File: config.mk
export PLATFORM = sky130hd
export DESIGN_NAME = seven_seg_scanner_flat
export DESIGN_NICKNAME = d
export VERILOG_FILES = /design/src/rtl/seven_seg_scanner_if.sv /design/src/rtl/seven_seg_scanner.sv /design/src/flat_wrapper.sv
export SDC_FILE = /design/constraint.sdc
export NUM_CORES = 1
export LEC_CHECK = 0
export ABC_AREA = 0
export BUFFER_PORTS_ARGS = -buffer_cell sky130_fd_sc_hd__buf_4
export CAP_MARGIN = 20
export CORE_AREA = 4 4 145 147
export CTS_CLUSTER_SIZE = 14
export DETAILED_ROUTE_END_ITERATION = 7
export DIE_AREA = 0 0 149 151
export PLACE_DENSITY = 0.5
export SLEW_MARGIN = 20
export SYNTH_ARGS = -nofsm -noshare
export SYNTH_HDL_FRONTEND = slang
export SYNTH_SLANG_ARGS = --single-unit
File: constraint.sdc
create_clock -name clk -period 3.15 [get_ports clk]
set_input_delay 0.4725 -clock clk [delete_from_list [all_inputs] [get_ports clk]]
set_output_delay 0.4725 -clock clk [all_outputs]
set_load 0.01 [all_outputs]
File: src/rtl/seven_seg_scanner_if.sv
`default_nettype none
// ============================================================================
//  Module   : seven_seg_scanner_if
//  Purpose  : Bundles the register-select controls, register file input and
//             display outputs of seven_seg_scanner.
//  Signals  : sel        manual register select
//             regs_flat  register file, reg i at [i*DATA_W +: DATA_W]
//             mode_auto  auto-cycle registers
//             hold       freeze snapshot and index
//             blank_lz   blank leading zero digits
//             cur_idx    index of register held in the snapshot
//             an         multiplexed digit enables, active-low one-hot
//             seg        segments of the enabled digit, active-low
//             displ      static segments, digit k at [7k +: 7]
//  Modports : master (drives controls), slave (the scanner)
//  Revision : 1.0  initial release
// ============================================================================
interface seven_seg_scanner_if #(
  parameter int DATA_W   = 16,
  parameter int NUM_REGS = 8,
  parameter int SEL_W    = 3
) ();
  localparam int c_digits = DATA_W / 4;

  logic [SEL_W-1:0]           sel;
  logic [NUM_REGS*DATA_W-1:0] regs_flat;
  logic                       mode_auto;
  logic                       hold;
  logic                       blank_lz;
  logic [SEL_W-1:0]           cur_idx;
  logic [c_digits-1:0]        an;
  logic [6:0]                 seg;
  logic [7*c_digits-1:0]      displ;

  modport master (
    output sel, regs_flat, mode_auto, hold, blank_lz,
    input  cur_idx, an, seg, displ
  );

  modport slave (
    input  sel, regs_flat, mode_auto, hold, blank_lz,
    output cur_idx, an, seg, displ
  );
endinterface
`default_nettype wire

File: src/rtl/seven_seg_scanner.sv
`default_nettype none
// ============================================================================
//  Module   : seven_seg_scanner
//  Purpose  : Register-file display unit. Picks one register (manual select
//             or auto-cycling), snapshots it and shows it as hex both on a
//             time-multiplexed display (an/seg) and on static per-digit
//             segment outputs (displ). Supports hold/freeze and leading-zero
//             blanking. Segments are active-low, bit0 = segment a.
//  Ports    : clk    system clock, rising edge
//             reset  asynchronous, active-high
//             bus    seven_seg_scanner_if.slave (controls in, display out)
//  Revision : 1.0  initial release
// ============================================================================
module seven_seg_scanner #(
  parameter int DATA_W   = 16,
  parameter int NUM_REGS = 8,
  parameter int SEL_W    = 3,
  parameter int SCAN_DIV = 1000,
  parameter int AUTO_DIV = 50000000
) (
  input  wire logic          clk,
  input  wire logic          reset,
  seven_seg_scanner_if.slave bus
);
  localparam int         c_digits   = DATA_W / 4;
  localparam int         c_ptr_w    = (c_digits > 1) ? $clog2(c_digits) : 1;
  localparam int         c_scan_w   = $clog2(SCAN_DIV);
  localparam int         c_auto_w   = $clog2(AUTO_DIV);
  localparam int         c_slots    = 2 ** SEL_W;
  localparam logic [6:0] c_blank    = 7'h7F;
  localparam logic [6:0] c_zero_seg = 7'h40;

  function automatic logic [6:0] f_hex_enc(input logic [3:0] nib);
    logic [6:0] v;
    case (nib)
      4'h0: v = 7'h40;  4'h1: v = 7'h79;  4'h2: v = 7'h24;  4'h3: v = 7'h30;
      4'h4: v = 7'h19;  4'h5: v = 7'h12;  4'h6: v = 7'h02;  4'h7: v = 7'h78;
      4'h8: v = 7'h00;  4'h9: v = 7'h10;  4'hA: v = 7'h08;  4'hB: v = 7'h03;
      4'hC: v = 7'h46;  4'hD: v = 7'h21;  4'hE: v = 7'h06;  default: v = 7'h0E;
    endcase
    return v;
  endfunction

  logic [SEL_W-1:0]      r_idx;
  logic [DATA_W-1:0]     r_snap;
  logic [c_auto_w-1:0]   r_auto_cnt;
  logic [c_scan_w-1:0]   r_scan_cnt;
  logic [c_ptr_w-1:0]    r_ptr;
  logic [c_digits-1:0]   r_an;
  logic [6:0]            r_seg;
  logic [7*c_digits-1:0] r_displ;

  // Every encodable index gets a slot; slots past NUM_REGS read as zero so an
  // out-of-range select snapshots 0 without a separate range check.
  logic [DATA_W-1:0] w_regs [c_slots];
  generate
    for (genvar i = 0; i < c_slots; i++) begin : g_reg_slot
      if (i < NUM_REGS) begin : g_real
        assign w_regs[i] = bus.regs_flat[i*DATA_W +: DATA_W];
      end else begin : g_empty
        assign w_regs[i] = '0;
      end
    end
  endgenerate

  // Per-digit segment pattern of the snapshot, including leading-zero blanking.
  // A digit is blank when it and every more significant nibble are zero; the
  // least significant digit always shows.
  logic [6:0]            w_digit_seg [c_digits];
  logic [7*c_digits-1:0] w_displ;
  generate
    for (genvar k = 0; k < c_digits; k++) begin : g_digit
      logic w_blank;
      if (k == 0) begin : g_lsd
        assign w_blank = 1'b0;
      end else begin : g_upper
        assign w_blank = bus.blank_lz && (r_snap[DATA_W-1:4*k] == '0);
      end
      assign w_digit_seg[k]    = w_blank ? c_blank : f_hex_enc(r_snap[4*k +: 4]);
      assign w_displ[7*k +: 7] = w_digit_seg[k];
    end
  endgenerate

  // Auto-cycling only counts while it is actually allowed to step.
  logic             w_auto_run;
  logic             w_auto_term;
  logic [SEL_W-1:0] w_idx_inc;
  logic [SEL_W-1:0] w_idx_next;

  assign w_auto_run  = bus.mode_auto && !bus.hold;
  assign w_auto_term = w_auto_run && (r_auto_cnt == c_auto_w'(AUTO_DIV - 1));
  assign w_idx_inc   = (r_idx == SEL_W'(NUM_REGS - 1)) ? '0 : r_idx + SEL_W'(1);

  always_comb begin
    w_idx_next = r_idx;
    if (!bus.hold) begin
      if (!bus.mode_auto) begin
        w_idx_next = bus.sel;
      end else if (w_auto_term) begin
        w_idx_next = w_idx_inc;
      end
    end
  end

  always_ff @(posedge clk or posedge reset) begin
    if (reset) begin
      r_auto_cnt <= '0;
      r_idx      <= '0;
      r_snap     <= '0;
    end else begin
      if (!w_auto_run || w_auto_term) begin
        r_auto_cnt <= '0;
      end else begin
        r_auto_cnt <= r_auto_cnt + c_auto_w'(1);
      end
      r_idx <= w_idx_next;
      // Snapshot follows the index chosen on this same edge.
      if (!bus.hold) begin
        r_snap <= w_regs[w_idx_next];
      end
    end
  end

  // Digit scan runs independently of hold/mode so the display never freezes.
  logic w_scan_term;
  assign w_scan_term = (r_scan_cnt == c_scan_w'(SCAN_DIV - 1));

  always_ff @(posedge clk or posedge reset) begin
    if (reset) begin
      r_scan_cnt <= '0;
      r_ptr      <= '0;
      r_an       <= '1;
      r_seg      <= c_blank;
      r_displ    <= {c_digits{c_zero_seg}};
    end else begin
      if (w_scan_term) begin
        r_scan_cnt <= '0;
        r_ptr      <= (r_ptr == c_ptr_w'(c_digits - 1)) ? '0 : r_ptr + c_ptr_w'(1);
      end else begin
        r_scan_cnt <= r_scan_cnt + c_scan_w'(1);
      end
      r_an    <= ~(c_digits'(1) << r_ptr);
      r_seg   <= w_digit_seg[r_ptr];
      r_displ <= w_displ;
    end
  end

  assign bus.cur_idx = r_idx;
  assign bus.an      = r_an;
  assign bus.seg     = r_seg;
  assign bus.displ   = r_displ;
endmodule
`default_nettype wire

File: src/flat_wrapper.sv
// flat-port wrapper written by rule: the top's interface ports become plain ports
module seven_seg_scanner_flat 
#(
  parameter int DATA_W   = 16,
  parameter int NUM_REGS = 8,
  parameter int SEL_W    = 3,
  parameter int SCAN_DIV = 1000,
  parameter int AUTO_DIV = 50000000
)
  (clk, reset, bus_sel, bus_regs_flat, bus_mode_auto, bus_hold, bus_blank_lz, bus_cur_idx, bus_an, bus_seg, bus_displ);
  seven_seg_scanner_if #(.DATA_W(DATA_W), .NUM_REGS(NUM_REGS), .SEL_W(SEL_W)) bus_i ();
  input  wire logic clk;
  input  wire logic reset;
  input wire logic [$bits(bus_i.sel)-1:0] bus_sel;
  input wire logic [$bits(bus_i.regs_flat)-1:0] bus_regs_flat;
  input wire logic [$bits(bus_i.mode_auto)-1:0] bus_mode_auto;
  input wire logic [$bits(bus_i.hold)-1:0] bus_hold;
  input wire logic [$bits(bus_i.blank_lz)-1:0] bus_blank_lz;
  output wire logic [$bits(bus_i.cur_idx)-1:0] bus_cur_idx;
  output wire logic [$bits(bus_i.an)-1:0] bus_an;
  output wire logic [$bits(bus_i.seg)-1:0] bus_seg;
  output wire logic [$bits(bus_i.displ)-1:0] bus_displ;
  assign bus_i.sel = bus_sel;
  assign bus_i.regs_flat = bus_regs_flat;
  assign bus_i.mode_auto = bus_mode_auto;
  assign bus_i.hold = bus_hold;
  assign bus_i.blank_lz = bus_blank_lz;
  assign bus_cur_idx = bus_i.cur_idx;
  assign bus_an = bus_i.an;
  assign bus_seg = bus_i.seg;
  assign bus_displ = bus_i.displ;
  seven_seg_scanner #(.DATA_W(DATA_W), .NUM_REGS(NUM_REGS), .SEL_W(SEL_W), .SCAN_DIV(SCAN_DIV), .AUTO_DIV(AUTO_DIV)) u_core (.clk(clk), .reset(reset), .bus(bus_i));
endmodule
=== Yosys cells after proc, flatten, opt, wreduce, memory -nomap -nowiden ===
Memories as Yosys holds them, arrays and structs flattened.
Index checks and enable logic that the tools add are counted.

* $add $sub $neg: 4
* Reductions and logical operators: 11
* Equality and inequality tests: 4
* Magnitude comparators: 2
* Multiplexer cells: 16
* Bitwise logic cells: 3
* Shifts and indexed selects: 1

{| class="wikitable"
|+ Operator list
! operator !! count
|-
| $bmux 16 s3 || 1
|-
| $mux 7 || 5
|-
| $mux 16 || 2
|-
| $add 26x1->26 const B || 1
|-
| $eq 26x26->1 const B || 1
|-
| $mux 26 || 1
|-
| $bmux 7 s2 || 1
|-
| $logic_not 12->1 || 1
|-
| $mux 3 || 4
|-
| $add 10x1->10 const B || 1
|-
| $eq 10x10->1 const B || 1
|-
| $mux 10 || 1
|-
| $logic_not 8->1 || 1
|-
| $logic_and 1x1->1 || 5
|-
| $ge 4x4->1 const B || 1
|-
| $logic_not 4->1 || 1
|-
| $not 3->4 || 1
|-
| $not 4->4 || 1
|-
| $shl 1x2->4 const A || 1
|-
| $add 3x1->3 const B || 1
|-
| $eq 3x3->1 const B || 1
|-
| $ge 3x3->1 const B || 1
|-
| $not 2->3 || 1
|-
| $add 2x1->2 const B || 1
|-
| 4 further kinds || 5
|}

* Memories kept: 4
* Bits in registers: 96
* Output and inout port bits: 42
* Input bits: 136
* Word-level logic and storage cells: 53
* ROM bits: 448

{| class="wikitable"
|+ Memories
! name !! words !! width !! rd ports !! clocked after Yosys merged registers in !! wr ports !! line !! source
|-
| (no name shown) || 16 || 7 || 1 || 0 || 0 || seven_seg_scanner.sv:35 || <nowiki>case (nib)</nowiki>
|-
| (no name shown) || 16 || 7 || 1 || 0 || 0 || seven_seg_scanner.sv:35 ||
|-
| (no name shown) || 16 || 7 || 1 || 0 || 0 || seven_seg_scanner.sv:35 ||
|-
| (no name shown) || 16 || 7 || 1 || 0 || 0 || seven_seg_scanner.sv:35 ||
|}

=== Logic depth before layout (Yosys ltp) ===
Gate-level depths: netlist of the first run.

* Depth after elaboration: 10
* Mapped depth: 12
* Mapped depth without buffers: 10

=== Least setup slack after synthesis of the first run ===
OpenSTA, ideal clock, no wires.

* Path kind: flip-flop to flip-flop
* Start point: register u_core.r_idx[0], in the netlist u_core.bus.cur_idx[0]
* End point: register u_core.r_snap[0]
* Arrival time: 2885 ps
* Stages on the path, launching flop included: 13
* Path slack: 142 ps
* Path buffers: 2
* Setup time: 124 ps
* Data required time: 3026 ps
* Period minus slack after synthesis: 3008 ps
* Path through: dfrtp_1 > ha_1 > ha_1 > nor2_1 > or4b_2 > or3_1 > nand3_2 > inv_2 > buf_2 > buf_2 > mux2i_1 > o22ai_1 > a211o_1

* Cells in the longest elaborated chain, start to end: 9
* Elaborated cells between the ends (all ways): 10
* Classes of those cells: add/sub (1); eq/ne (1); mux (7); bitwise (1)

{| class="wikitable"
|+ Ends and longest elaborated chain
! item !! line !! source
|-
| from (decl) || seven_seg_scanner.sv:44 || <nowiki>logic [SEL_W-1:0] r_idx;</nowiki>
|-
| from (signal assigned) || seven_seg_scanner.sv:116 || <nowiki>r_idx <= w_idx_next;</nowiki>
|-
| $add 3x1->3 or $eq 3x3->1 (tied branches) || seven_seg_scanner.sv:92 || <nowiki>assign w_idx_inc = (r_idx == SEL_W'(NUM_REGS - 1)) ? '0 : r_idx + SEL_W'(1);</nowiki>
|-
| $mux 3 || seven_seg_scanner.sv:92 ||
|-
| $mux 3 || seven_seg_scanner.sv:99 || <nowiki>end else if (w_auto_term) begin</nowiki>
|-
| $mux 3 || seven_seg_scanner.sv:97 || <nowiki>if (!bus.mode_auto) begin</nowiki>
|-
| $mux 3 * || seven_seg_scanner.sv:96 || <nowiki>if (!bus.hold) begin</nowiki>
|-
| $not 3->4 (not written as such) * || seven_seg_scanner.sv:119 || <nowiki>r_snap <= w_regs[w_idx_next];</nowiki>
|-
| $bmux 16 s3 * || seven_seg_scanner.sv:119 ||
|-
| $mux 16 (not written as such) * (2 in a row) || seven_seg_scanner.sv:119 ||
|-
| to (signal assigned) || seven_seg_scanner.sv:119 ||
|-
| to (decl) || seven_seg_scanner.sv:45 || <nowiki>logic [DATA_W-1:0] r_snap;</nowiki>
|}

Every way passes the cells marked *; elsewhere a longest branch is shown, timed or not. The select of a mux whose other input is x is not followed.
A chain may end at the register's enable or synchronous reset.

=== Final worst setup path of the first run ===
* Start point: register u_core.r_auto_cnt[24]
* End point: register u_core.r_snap[15]

* Cells in the longest elaborated chain, start to end: 9

{| class="wikitable"
|+ Ends and longest elaborated chain
! item !! line !! source
|-
| from (decl) || seven_seg_scanner.sv:46 || <nowiki>logic [c_auto_w-1:0] r_auto_cnt;</nowiki>
|-
| from (signal assigned) || seven_seg_scanner.sv:114 || <nowiki>r_auto_cnt <= r_auto_cnt + c_auto_w'(1);</nowiki>
|-
| $eq 26x26->1 || seven_seg_scanner.sv:91 || <nowiki>assign w_auto_term = w_auto_run && (r_auto_cnt == c_auto_w'(AUTO_DIV - 1));</nowiki>
|-
| $logic_and 1x1->1 || seven_seg_scanner.sv:91 ||
|-
| $mux 3 || seven_seg_scanner.sv:99 ||
|-
| $mux 3 || seven_seg_scanner.sv:97 ||
|-
| $mux 3 || seven_seg_scanner.sv:96 ||
|-
| $not 3->4 (not written as such) || seven_seg_scanner.sv:119 ||
|-
| $bmux 16 s3 || seven_seg_scanner.sv:119 ||
|-
| $mux 16 (not written as such) (2 in a row) || seven_seg_scanner.sv:119 ||
|}

No other way between the ends. The select of a mux whose other input is x is not followed.

==> impl_results.md, run 1 <==
- EDFF count, synth: 0
- Seq/Total Area, Yosys: 41.2%
- Main synth FF type: dfrtp_1
- Final setup viols: 0
- Core box area: 19900 um2
- CP bufs+invs: 1
- Top routing layer used: met4
- Worst r2r dst: u_core.r_snap[15]$_DFFE_PP0N_
- DP HPWL: 13900 um
- Highest Clock Rate: 331 MHz
- Clock Pin Slew Worst Setup and Hold Paths: 0.07 ns
- DR WL met2: 8150 um
- CTS tree: done
- Area after DPL: 7550 um2
- Gate Count Post-Synth: 645
- Slowest CP cell: or4b_1
- Critical path's top delay family: simple AND/OR/NAND/NOR gates
- Initial core utilization: 29.5%
- CP Capture Type: flip-flop
- First-pass GRT wire length: 28000 um
- WL/cell: 16.5 um
- Setup slack, reg-to-reg: 0.13 ns
- Vias/cell: 4.78
- Antenna cells: 0
- Mapped Area: 5870 um2
- Initial DRC count: 353
- Row Count: 52
- Yosys synthesis warning count: 0
- Final-layout fill cell count: 2105
- Worst reg2reg path depth: 8
- CP peak stage delay: 0.55 ns
- Routability cong.: 0.848
- Detailed Routing Iterations Pass 1: 6
- Outcome: complete, no violations
- Min Hold Slack: 0.199 ns
- Top cells by area, synth: dfrtp_1 35%, nand2_1 6.8%, dfstp_2 6.7%
- CTS sink cnt: 96
- Wirelength, routed: 17900 um
- Clock root buffer: clkbuf_16
- Final nets: 978
- Overall routing resource usage: 15.7%
- Critical path arrival: 3.29 ns
- Most numerous cell in the Yosys netlist: nand2_1
- Worst path required time: 3.42 ns
- # hold bufs at CTS: 0
- Fin area: 7860 um2
- Synthesized Nets: 811
- Startpoint Class: flip-flop
- Clock Tree Buf Depth: 2
- Reg-to-Reg Start: u_core.r_auto_cnt[24]$_DFF_PP0_
- Met3 wire len: 1170 um
- Hold crit path type: input port to async pin
- Initial antenna violation count: 0
- Setup TNS: 0 ns
- Worst vdd ir: 271 uV
- Biggest area consumer among synthesized cells: dfrtp_1
- Drt drc: 0
- Die height: 151 um
- Synthesized flop and latch total: 96
- Area grow syn2layout: 33.9%
- Placed insts: 1071
- Clk_lat worst skew: 0.35 ns
- Via count: 5195
- # resized after CTS: 0
- Power per cell area: 581 nW/um2
- Finished Layout Cells: 1087
- CTS Buf Count: 9
- H-tree depth: 3
- Vias in the first global route: 5249
- Total congestion overflow: 0
- Synth top area share: 34.5%
- Top fanout value on the critical path: 16
- I/O pin cnt: 178
- Syn avg cell area: 9.11 um2
- Crit path cell chain: or4b_1 -> or3_1 -> or2_4 -> mux2_4 -> a2111o_1 -> buf_12 -> o221a_2 -> o21ai_0
- Post-synth cell types: 57
- Total die area: 22500 um2
- Worst slew pin tran: 0.613 ns
- Final Critical Period: 3.02 ns
- Routed Antenna Nets: 0
- Largest net degree at the start of global routing: 66
- Share of layout cells above drive strength 1: 30.4%
- Die X: 149 um
- Final Skew: 0.00720 ns
- Ys async rst share: 100%
- Postcts setup bufs: 0
- RSZ-0062 raised after global routing: no
- LEAKAGE: 3.69 nW
- Fin. Hold Viols: 0
- Max_cap viols: 0
- Period Utilization, post-route: 96.0%
- Commonest cells post-synth: 106 x nand2_1, 81 x dfrtp_1, 54 x a21oi_1, 53 x nor2_1
- Met1 Routed Length: 8270 um
- Crit Path Class: flip-flop to flip-flop
- Pins Over Slew Limit: 0
- Relative slew slack: 59.1%
- I/O Buffers: 177
==> where the power goes <==
group / total, W / switching (W) / internal, W
combinational: 0.00168 / 0.000850 / 0.000827
sequential: 0.00176 / 0.000239 / 0.00152
clock: 0.00113 / 0.000500 / 0.000626
==> cells by family after synthesis <==
kind of cell | Yosys count | synth area share [%]
AND/OR/NAND/NOR | 245 | 19.0
XOR/XNOR | 27 | 4.03
multiplexers | 42 | 8.99
flip-flops | 96 | 41.2
adder cells (fa/ha/maj) | 30 | 6.39
AO/OA/AOI/OAI | 141 | 16.0
buffers and inverters | 64 | 4.37
==> worst max path at each step <==
stage | from | to | slack (ns) | cells after the start
after floorplan | u_core.bus.cur_idx[0]$_DFF_PP0_ | u_core.r_snap[0]$_DFFE_PP0N_ | 0.14 | 12
after CTS | u_core.r_auto_cnt[24]$_DFF_PP0_ | u_core.r_snap[6]$_DFFE_PP0N_ | 0.04 | 8
after global placement | u_core.r_auto_cnt[24]$_DFF_PP0_ | u_core.r_snap[6]$_DFFE_PP0N_ | 0.11 | 8
after global routing | u_core.r_auto_cnt[24]$_DFF_PP0_ | u_core.r_snap[12]$_DFFE_PP0N_ | 0.009 | 9
after detailed placement | u_core.r_auto_cnt[24]$_DFF_PP0_ | u_core.r_snap[6]$_DFFE_PP0N_ | 0.07 | 8
final | u_core.r_auto_cnt[24]$_DFF_PP0_ | u_core.r_snap[15]$_DFFE_PP0N_ | 0.13 | 8
==> final cells by class <==
class | instances | area (um2) | share of cell area, %
multi-input cells | 485 | 3200 | 40.7
well taps | 270 | 338 | 4.30
clock inverters | 6 | 72.6 | 0.923
clock buffers | 10 | 229 | 2.91
repair buffers | 192 | 1500 | 19.0
inverters | 28 | 108 | 1.37
flip-flops and latches | 96 | 2420 | 30.8
==> sequential cells by signal, indices dropped and copies added, names as in the netlist <==
| signal | count |
|---|---|
| u_core.r_auto_cnt | 26 |
| u_core.r_scan_cnt | 10 |
| u_core.bus.seg | 7 |
| u_core.r_ptr | 2 |
| u_core.bus.cur_idx | 3 |
| u_core.r_snap | 16 |
| u_core.bus.displ | 28 |
| u_core.bus.an | 4 |
==> cell usage in the layout, fill, tap and decap left out, drive strengths merged, types with 3 or more instances in the layout <==
| master | count |
|---|---|
| o221a | 7 |
| nor3 | 5 |
| o211ai | 7 |
| and3 | 9 |
| nand2b | 5 |
| inv | 30 |
| a211o | 9 |
| xor2 | 13 |
| o22ai | 12 |
| nor2 | 53 |
| mux4 | 8 |
| dfstp | 15 |
| or2 | 4 |
| or3 | 7 |
| xnor2 | 14 |
| nor2b | 8 |
| nand3 | 32 |
| dfrtp | 81 |
| a211oi | 3 |
| a21oi | 54 |
| buf | 192 |
| nand2 | 106 |
| a22o | 4 |
| clkbuf | 10 |
| ha | 30 |
| a32o | 7 |
| mux2 | 3 |
| o21ai | 23 |
| mux2i | 31 |
| nand4 | 6 |
==> metal layers <==
| metal | vias to the layer above | GRT usage (%) |
|---|---|---|
| met5 | - | 0 |
| met4 | 0 | 4.49 |
| met3 | 18 | 3.98 |
| met2 | 152 | 24.3 |
| met1 | 2428 | 21.8 |
| li1 | 2597 | - |
==> per-stage QoR <==
step / worst slack (ns) / total power, W / utilization (%)
final: 0.127 / 0.00457 / 39.5
after global routing: 0.00871 / 0.00487 / 39.5
after CTS: 0.0430 / 0.00463 / 39.5
after detailed placement: 0.0680 / 0.00349 / 37.9
after global placement: 0.115 / 0.00349 / 37.9
after floorplan: 0.142 / 0.00267 / -
(Power assumes the default switching activity.)
==> run 2, diff against run 1 <==
- ABC_AREA: 0 -> 1
- CORE_AREA: 4 4 145 147 -> 4 4 154 156
- DIE_AREA: 0 0 149 151 -> 0 0 158 160
- PLACE_DENSITY: 0.5 -> 0.49
- clock period: 3.15 -> 2.6 ns (I/O delays scaled with it)
==> impl_results.md, run 2 <==
- Outcome: complete, no violations
- Max reg flops: 28 (unchanged)
- Period Utilization, post-route: 89.0% (-7.0 points)
- LEAKAGE: 4.50 nW (+22%)
- Final Critical Period: 2.31 ns (-0.709 ns)
- DP HPWL: 15800 um (+13%)
- I/O pin cnt: 178 (unchanged)
- Vias/cell: 4.66 (-2.4%)
- Clock Tree Buf Depth: 2 (unchanged)
- Gate Count Post-Synth: 960 (+49%)
- M1 GR Usage: 22.9% (+1.2 points)
- Commonest cells post-synth: 208 x nand2_1, 179 x nand3_1, 171 x inv_1, 81 x dfrtp_1, 66 x nor2_1
- Syn avg cell area: 6.88 um2 (-24%)
- Top fanout value on the critical path: 65 (+49)
- Worst vdd ir: 279 uV (+3.0%)
- Worst slew pin tran: 0.601 ns (-0.0125 ns)
- Power per cell area: 587 nW/um2 (+1.1%)
- Routability cong.: 0.823 (-3.0%)
- Hold crit path type: input port to async pin
- Reg-to-Reg Start: u_core.r_auto_cnt[0]$_DFF_PP0_
- Logic pwr share: 36.1% (-0.6 points)
- Vias in the first global route: 6407 (+22%)
- Worst reg2reg path depth: 15 (+7)
- Startpoint Class: flip-flop
- Clk pwr share: 24.9% (+0.3 points)
- PnR Total Power: 0.00496 W (+8.7%)
- Relative slew slack: 59.9% (+0.83 points)
- Biggest area consumer among synthesized cells: dfrtp_1
- Highest Clock Rate: 432 MHz (+31%)
- Cell internal pwr: 0.00320 W (+7.4%)
- Worst setup path startpoint: u_core.r_auto_cnt[0]$_DFF_PP0_
- Seq/Total Area, Yosys: 36.6% (-4.6 points)
- Worst path required time: 2.84 ns (-0.58 ns)
- Final setup viols: 0 (unchanged)
- Ys async rst share: 100% (unchanged)
- Most numerous cell in the Yosys netlist: nand2_1
- Final Skew: 0.00639 ns (-0.000811 ns)
- # hold bufs at CTS: 0 (unchanged)
- Net switching share of the total power: 35.6% (+0.76 points)
- I/O Buffers: 177 (unchanged)
- Routed Antenna Nets: 0 (unchanged)
- # resized after CTS: 0 (unchanged)
- CTS Buf Count: 9 (unchanged)
- Max_cap viols: 0 (unchanged)
- Total congestion overflow: 0 (unchanged)
- Min Hold Slack: 0.234 ns (+0.0356 ns)
- Initial core utilization: 29.5% (+0.044 points)
- Setup TNS: 0 ns (unchanged)
- Synth top area share: 30.7% (-3.8 points)
- Final-layout fill cell count: 2428 (+15%)
- Fin. Hold Viols: 0 (unchanged)
- Antenna cells: 0 (unchanged)
- Met3 GRT Util: 5.09% (+1.1 points)
- EDFF count, synth: 0 (unchanged)
- Post-synth cell types: 42 (-26%)
- Overall routing resource usage: 16.1% (+0.40 points)
- P_sw: 0.00176 W (+11%)
- RSZ-0062 raised after global routing: no
- Area grow syn2layout: 27.9%
- Fin area: 8450 um2 (+7.5%)
- Via count: 6575 (+27%)
- Postcts setup bufs: 0 (unchanged)
- H-tree depth: 3 (unchanged)
- Most frequent cells in the layout: 207 x nand2_1, 189 x buf_4, 179 x nand3_1
- Part of the power in registers: 39.0% (+0.4 points)
- Die X: 158 um (+6.0%)
- Worst r2r dst: u_core.r_snap[9]$_DFFE_PP0N_
- Setup slack, reg-to-reg: 0.29 ns (+0.16 ns)
- Synthesized flop and latch total: 96 (unchanged)
- Drt drc: 0 (unchanged)
- Pins Over Slew Limit: 0 (unchanged)
- Initial antenna violation count: 0 (unchanged)
- Top cells by area, synth: dfrtp_1 31%, nand3_1 14%, nand2_1 12%
- Clk_lat worst skew: 0.35 ns (about the same)
- Layout Utilization: 37.8% (-1.7 points)
- Clock root buffer: clkbuf_16
- Initial DRC count: 413 (+17%)
- Clock Pin Slew Worst Setup and Hold Paths: 0.07 ns (about the same)
- Die height: 160 um (+6.0%)
- Wirelength, routed: 20300 um (+14%)
- CP Capture Type: flip-flop
- First-pass GRT wire length: 33100 um (+18%)
- Final nets: 1286 (+31%)
- Critical path arrival: 2.56 ns (-0.73 ns)
- CTS sink cnt: 96 (unchanged)
- Row Count: 55 (+5.8%)
- Total die area: 25300 um2 (+12%)
- Detailed Routing Iterations Pass 1: 5 (-1)
- Grt peak-use layer: met2
- Yosys synthesis warning count: 0 (unchanged)
- Crit Path Class: flip-flop to flip-flop
- Commonest non-fill, non-tap cell in the layout: nand2_1
- Synthesized Nets: 1126 (+39%)
- Main synth FF type: dfrtp_1
- Largest net degree at the start of global routing: 66 (unchanged)
- Area after DPL: 8180 um2 (+8.3%)
- Critical Path Sink: u_core.r_snap[9]$_DFFE_PP0N_
- Share of layout cells above drive strength 1: 21.9% (-8.5 points)
- Mapped Area: 6610 um2 (+13%)
- Grt met2 use: 23.8% (-0.55 points)
- WL/cell: 14.4 um (-12%)
- Core box area: 22400 um2 (+12%)
- CTS tree: done
==> run 2: changes by cell type in the layout (fill, tap and decap cells not counted), moves of 12 or more <==
| cell | previous run | this run |
|---|---|---|
| nor3_1 | 5 | 19 |
| mux2i_1 | 31 | 0 |
| xnor2_1 | 14 | 1 |
| a21oi_1 | 54 | 38 |
| nand3_1 | 31 | 179 |
| nand2_1 | 106 | 207 |
| inv_1 | 25 | 170 |
| nor2_1 | 53 | 66 |
| xor2_1 | 13 | 1 |
| o21ai_0 | 21 | 39 |
==> run 2: worst max-delay path: stages (launching register included) <==
cell	delay, ns
dfrtp_1	0.37
ha_1	0.19
nand3_1	0.16
inv_1	0.13
nand2_2	0.07
nor2_4	0.12
nand3_2	0.11
nand2_1	0.10
nand3_2	0.10
nand2_2	0.10
buf_12	0.24
nand2_1	0.09
nand3_1	0.13
nand3_1	0.09
nand3_1	0.09
nand2_1	0.06
==> run 2: stage by stage <==
step	instances	setup slack (ns)
floorplan	960	0.622
global placement	1394	0.324
detailed placement	1394	0.295
CTS	1410	0.282
global route	1410	0.0397
finish	1410	0.286
==> run 2: layout make-up <==
cell class	instances	area [um2]	share of cell area (%)
Clock buffer	10	229	2.71
Clock inverter	6	45.0	0.533
Inverter	179	676	7.99
Multi-Input combinational cell	642	3250	38.4
Sequential cell	96	2420	28.6
Tap cell	285	357	4.22
Timing Repair Buffer	192	1480	17.5
==> run 2: how the worst min path moves through the flow <==
stage / endpoint / slack [ns] / cells past startpoint
floorplan: u_core.r_auto_cnt[0]$_DFF_PP0_ / 0.43 / 1
global placement: u_core.r_auto_cnt[0]$_DFF_PP0_ / 0.44 / 1
detailed placement: u_core.r_auto_cnt[0]$_DFF_PP0_ / 0.45 / 1
CTS: u_core.r_scan_cnt[1]$_DFF_PP0_ / 0.26 / 3
global route: u_core.r_auto_cnt[14]$_DFF_PP0_ / 0.28 / 3
finish: u_core.r_scan_cnt[3]$_DFF_PP0_ / 0.23 / 3
==> run 2: routing by layer <==
layer,vias up,part of all wire (%),wire length (um)
met5,-,0,0
met3,20,8.8,1780
met1,2979,47,9480
li1,3383,-,-
met2,193,43,8760
met4,0,1.4,282
==> run 2: logic make-up after synthesis <==
logic type	after synthesis	share of synthesized area [%]
and+or+nand+nor	498	33.5
adders and majority gates	30	5.68
AOI/OAI and AO/OA	112	9.60
xor gates and xnor gates	2	0.265
buffers and inverters	222	14.3
DFF	96	36.6
==> run 2: power groups by stage <==
stage               logic, W  registers [W]  clock network (W)
floorplan           0.000951        0.00201                  0
global placement     0.00181        0.00197                  0
detailed placement   0.00181        0.00197                  0
CTS                  0.00181        0.00194            0.00129
global route         0.00202        0.00197            0.00136
finish               0.00179        0.00194            0.00124
